==> src/rtl/johnson_counter_param.sv <==
// -----------------------------------------------------------------------------
// johnson_counter_param
//
// Parametrised Johnson (twisted-ring) counter. Used as a low-glitch sequencer
// or phase generator wherever a 2*WIDTH-state ring is needed. It steps up or
// down, supports a parallel load, and decodes the current code to a state
// index and a one-hot vector. It also flags codes that are not legal Johnson
// codes and gives a registered pulse when the sequence wraps.
//
// Optional build macro:
//   JOHNSON_SELF_CORRECT_EN - an enabled step taken from an illegal code
//                             forces q to 0, so the ring recovers in one
//                             cycle. Without it, illegal codes keep shifting
//                             with the normal equations.
//
// Parameters:
//   WIDTH  number of flip-flops (2..16); the sequence length is 2*WIDTH
//   IDXW   width of idx; derived from WIDTH, do not override
//
// Ports:
//   clk       in   system clock, rising edge
//   reset     in   asynchronous active-high reset
//   en        in   count enable, one step per edge
//   dir       in   1 = up (forward), 0 = down (reverse)
//   load      in   synchronous parallel load; takes priority over en
//   load_val  in   value written to q on load
//   q         out  counter register
//   idx       out  state index 0..2*WIDTH-1 (0 when the code is illegal)
//   dec       out  one-hot decode of idx (all zeros when the code is illegal)
//   wrap      out  registered one-cycle pulse after a wrapping step
//   illegal   out  q is not a legal Johnson code
// -----------------------------------------------------------------------------
module johnson_counter_param #(
    parameter int WIDTH = 4,
    parameter int IDXW  = $clog2(2*WIDTH)
) (
    input  logic                 clk,
    input  logic                 reset,
    input  logic                 en,
    input  logic                 dir,
    input  logic                 load,
    input  logic [WIDTH-1:0]     load_val,
    output logic [WIDTH-1:0]     q,
    output logic [IDXW-1:0]      idx,
    output logic [2*WIDTH-1:0]   dec,
    output logic                 wrap,
    output logic                 illegal
);

    if (WIDTH < 2 || WIDTH > 16) begin : g_bad_width
        $error("johnson_counter_param: WIDTH must be in 2..16");
    end
    if (IDXW != $clog2(2*WIDTH)) begin : g_bad_idxw
        $error("johnson_counter_param: IDXW must not be overridden");
    end

    localparam logic [IDXW-1:0] LAST_IDX = IDXW'(2*WIDTH - 1);

    logic [IDXW-1:0]  pc;
    logic [WIDTH-1:0] q_rev;
    logic [WIDTH-1:0] ones_lo;
    logic             form_a;
    logic             form_b;
    logic [IDXW-1:0]  idx_c;
    logic             illegal_c;
    logic [WIDTH-1:0] q_step;
    logic             wrap_step;

    // A legal code has all its ones in one contiguous run. The run either
    // touches the LSB (form A, first half of the ring) or touches the MSB
    // (form B, second half). Form B is form A bit-reversed, so a single
    // "popcount ones at the bottom" mask tests both forms.
    always_comb begin
        pc    = '0;
        q_rev = '0;
        for (int i = 0; i < WIDTH; i++) begin
            pc          = pc + IDXW'(q[i]);
            q_rev[i]    = q[WIDTH-1-i];
        end
        ones_lo = WIDTH'((32'd1 << pc) - 32'd1);
        form_a  = (q == ones_lo);
        // The all-zero and all-one codes belong to form A only.
        form_b  = (q_rev == ones_lo) && (pc != '0) && (int'(pc) != WIDTH);

        if (form_a) begin
            idx_c = pc;
        end else if (form_b) begin
            idx_c = IDXW'(2*WIDTH - int'(pc));
        end else begin
            idx_c = '0;
        end
        illegal_c = !(form_a || form_b);
    end

    always_comb begin
        if (dir) begin
            q_step = {q[WIDTH-2:0], ~q[WIDTH-1]};
        end else begin
            q_step = {~q[0], q[WIDTH-1:1]};
        end
`ifdef JOHNSON_SELF_CORRECT_EN
        if (illegal_c) begin
            q_step = '0;
        end
`endif
        // Illegal codes also decode to idx 0, so legality gates the wrap.
        // This keeps wrap low both in an illegal orbit and on a correction step.
        wrap_step = !illegal_c && (dir ? (idx_c == LAST_IDX) : (idx_c == '0));
    end

    always_ff @(posedge clk or posedge reset) begin
        if (reset) begin
            q    <= '0;
            wrap <= 1'b0;
        end else if (load) begin
            q    <= load_val;
            wrap <= 1'b0;
        end else if (en) begin
            q    <= q_step;
            wrap <= wrap_step;
        end else begin
            wrap <= 1'b0;
        end
    end

    assign idx     = idx_c;
    assign illegal = illegal_c;
    assign dec     = illegal_c ? '0 : ({{(2*WIDTH-1){1'b0}}, 1'b1} << idx_c);

endmodule
==> config.mk <==
export PLATFORM = sky130hd
export DESIGN_NAME = johnson_counter_param
export DESIGN_NICKNAME = d
export VERILOG_FILES = /design/src/rtl/johnson_counter_param.sv
export SDC_FILE = /design/constraint.sdc
export NUM_CORES = 1
export LEC_CHECK = 0
export CAP_MARGIN = 20
export CORE_ASPECT_RATIO = 0.7
export CORE_MARGIN = 5
export CORE_UTILIZATION = 45
export DETAILED_ROUTE_END_ITERATION = 7
export DONT_BUFFER_PORTS = 1
export HOLD_SLACK_MARGIN = 0.03
export SLEW_MARGIN = 20
export SYNTH_ARGS = -nofsm -noshare
export SYNTH_HDL_FRONTEND = slang
export SYNTH_SLANG_ARGS = --single-unit
==> constraint.sdc <==
create_clock -name clk -period 4.4 [get_ports clk]
set_clock_uncertainty 0.05 [all_clocks]
set_input_delay 0.88 -clock clk [delete_from_list [all_inputs] [get_ports clk]]
set_output_delay 0.88 -clock clk [all_outputs]
set_load 0.05 [all_outputs]
==> metrics <==
max-slew headroom at the worst pin 0.693; overall overflow remaining after global route 0; Crit path buffers/inverters 2; Worst Path Arrival roughly 3.8 ns; number of nets in the synthesized netlist around 120; final worst-path cycle share 1.09; buffer type at the clock tree root sky130_fd_sc_hd__clkbuf_4; routability-driven placement congestion ratio approximately 0.82; vertical extent of the die 46.1 µm; DRT iter0 DRCs 74; antenna-violating nets left 0; number of synthesis warnings 0; unrepaired setup endpoints after global routing true; number of global-route vias before repair a little over 1000; power per cell area roughly 730 mW/mm²; dominant register cell in the synthesized netlist sky130_fd_sc_hd__dfrtp_1; crit-path cells fa_2, ha_4, or2b_1, nand2_2, nor2_4, ha_4, inv_4, ha_4, xor2_1, nand3_2, or2_4, a32oi_4, nor3b_4, buf_12; hold slack ~0.37 ns; peak fanout along the critical path 5; metal2 WL 1.86 mm; core area roughly 0.0018 mm²; peak clock frequency supported by timing around 0.21 GHz; total clock sinks 5; half-perimeter wire length of the detailed placement result roughly 2 mm; synthesized area per cell 8.15 µm²; Seq/Total Area, Yosys 0.149; final critical path time including I/O delays and setup between 4 and 5 ns; final setup slack of the worst path -0.374 ns; Slew Limit Fails 0; IO Pins 26; WL final around 3.8 mm; cell count after synthesis roughly 100; number of maximum-capacitance violations 0; share of layout cells above drive strength 1 0.651; cell depth of the worst flop-to-flop path 16; pin count of the biggest net entering global routing 11; maximum clock path buffer count 2; met3 WL 289 µm; hold violation count in the final report 0; Fin Setup TNS -3.58 ns; Post-synth ARST share 1.00; total iterations of the first detailed-routing run 4; setup violators final 12; most area-consuming cells after synthesis sky130_fd_sc_hd__dfrtp_1 15%, sky130_fd_sc_hd__ha_1 8.9%, sky130_fd_sc_hd__xnor2_1 6.3%; total of buffers placed on input and output ports 0; endpoint required time on the critical path ~3.5 ns; most instantiated library cell after synthesis sky130_fd_sc_hd__nand2_1; number of hold buffers added after CTS 0; delay of the slowest cell on the worst path 0.60 ns; summed area of non-filler cells in the final layout roughly 0.0017 mm²; length of routed wiring on met1 ~1.5 mm; power spent charging and discharging nets around 0.00062 W; Max VDD drop roughly 0.0005 V; pre-CTS setup slack -0.152 ns; portion of total power attributed to combinational logic 0.910; Clk pwr share 0.043; dominant cell type by count on the critical path sky130_fd_sc_hd__ha_4; endpoint kind of the worst setup timing path primary output; path type of the worst min-delay path in -> async; Worst Max-Slew Pin Slew 0.461 ns; clock tree from TritonCTS done; initial antenna violation count 0; Tot GR Track Use 0.237; top metal layer carrying routed signals met4; total power about 0.0012 W; floorplan row count 13; outcome finished with violations; sw frac 0.510; worst-path cell with the longest stage delay sky130_fd_sc_hd__fa_2; starting utilization of the core area 0.461; Vias per Instance approximately 6; DIE WIDTH approximately 62 µm; nets between 150 and 200; critical path depth in cells 14; violations in the final reports setup timing; netlist area before placement roughly 840 µm²; ranking of synthesized cells by instance count 10 x sky130_fd_sc_hd__nand2_1, 9 x sky130_fd_sc_hd__inv_1; number of enable-type register cells in the synthesized netlist 0; number of levels the H-tree was split into 1; Leakage Power 0.690 nW; DRC violations left 0; flops & latches, synth 5; cell family with most CP delay adder cells; latest clock arrival within the worst-skew pair about 0.24 ns; routed wirelength normalized by instance count approximately 22 µm; distinct cell type count after synthesis 46; clock-pin slew on the worst setup and hold paths 0.05 ns; Reg power frac 0.047; total vias in the final route around 1000; critical path launch point type register; CTS Buf Count 3; # diodes 0; internal portion of total power 0.000596 W; Worst Setup Path Type reg -> out; area share of the largest cell type after synthesis 0.149; wire length of the first global-routing pass roughly 4.8 mm; Die Area around 0.0028 mm²; Area growth syn-to-layout 98.5%; placed inst area approximately 0.0013 mm²; Fill cells 76; largest area contributor in the netlist sky130_fd_sc_hd__dfrtp_1
==> worst paths after layout <==
path                       start  slack, ns     end
min reg2reg                 q[1]       0.91    q[1]
min                        reset       0.37    q[2]
max reg2reg                 q[3]       0.73    wrap
max in group asynchronous  reset       3.73    q[3]
max                         q[3]      -0.37  dec[1]
min in group clk            load       0.67    q[3]
==> stage by stage <==
stage | cells | utilization
after floorplan | 103 | -
after global placement | 144 | 0.688
after detailed placement | 144 | 0.688
after CTS | 163 | 0.850
after global routing | 171 | 0.915
final | 171 | 0.915
==> sequential cells by signal, indices dropped and copies added (netlist names) <==
name  count
wrap      1
q         4
==> layer usage <==
layer | GRT usage | vias to the layer above
met5 | 0 | -
met4 | 0.0763 | 0
met3 | 0.0168 | 16
met2 | 0.418 | 64
met1 | 0.307 | 484
li1 | - | 462
==> logic make-up after synthesis <==
| logic type | share of synthesized area |
|---|---|
| adders and majority gates | 0.113 |
| and+or+nand+nor | 0.286 |
| buffers and inverters | 0.0581 |
| DFF | 0.149 |
| xor gates and xnor gates | 0.103 |
| AOI/OAI and AO/OA | 0.267 |
| muxes | 0.0238 |
==> power groups by stage <==
stage,Sequential (W),Combinational (W),Clock (W)
after global routing,0.0000578,0.00115,0.0000602
after CTS,0.0000568,0.000971,0.0000530
after detailed placement,0.0000564,0.000737,0
after global placement,0.0000561,0.000714,0
after floorplan,0.0000752,0.000513,0
final,0.0000571,0.00111,0.0000527
==> cell type report <==
class	count	area (µm²)	area share
clock buffer	4	26.3	0.0158
inverter	9	36.3	0.0218
multi-input combinational	85	975	0.585
sequential	5	131	0.0788
tap	22	27.5	0.0165
timing repair buffer	46	470	0.282
==> cells in the final DEF, fill, tap and decap left out, types with 2 or more instances in the layout <==
cell type / n
sky130_fd_sc_hd__nand2_2: 2
sky130_fd_sc_hd__nor3b_4: 2
sky130_fd_sc_hd__ha_4: 4
sky130_fd_sc_hd__nand2_1: 7
sky130_fd_sc_hd__xor2_1: 2
sky130_fd_sc_hd__nand3_2: 2
sky130_fd_sc_hd__xnor2_4: 2
sky130_fd_sc_hd__nor2b_1: 2
sky130_fd_sc_hd__buf_12: 7
sky130_fd_sc_hd__nor3_2: 2
sky130_fd_sc_hd__nor2_1: 2
sky130_fd_sc_hd__nand2b_1: 2
sky130_fd_sc_hd__nor3_4: 2
sky130_fd_sc_hd__nor2_4: 5
sky130_fd_sc_hd__a21oi_1: 3
sky130_fd_sc_hd__dfrtp_1: 2
sky130_fd_sc_hd__dfrtp_2: 2
sky130_fd_sc_hd__xnor2_2: 3
sky130_fd_sc_hd__inv_1: 8
sky130_fd_sc_hd__a211oi_1: 2
sky130_fd_sc_hd__mux2i_1: 2
sky130_fd_sc_hd__o21ai_0: 6
sky130_fd_sc_hd__clkbuf_4: 3
sky130_fd_sc_hd__xnor2_1: 2
sky130_fd_sc_hd__buf_6: 8
sky130_fd_sc_hd__buf_4: 30
==> repair_timing <==
item | in CTS | in global routing
setup buffers | 16 | 8
pin swaps | 16 | 14
resized for setup | 28 | 11
endpoints found under the setup margin | 12 | 12
Power figures use the tool's default switching activity.
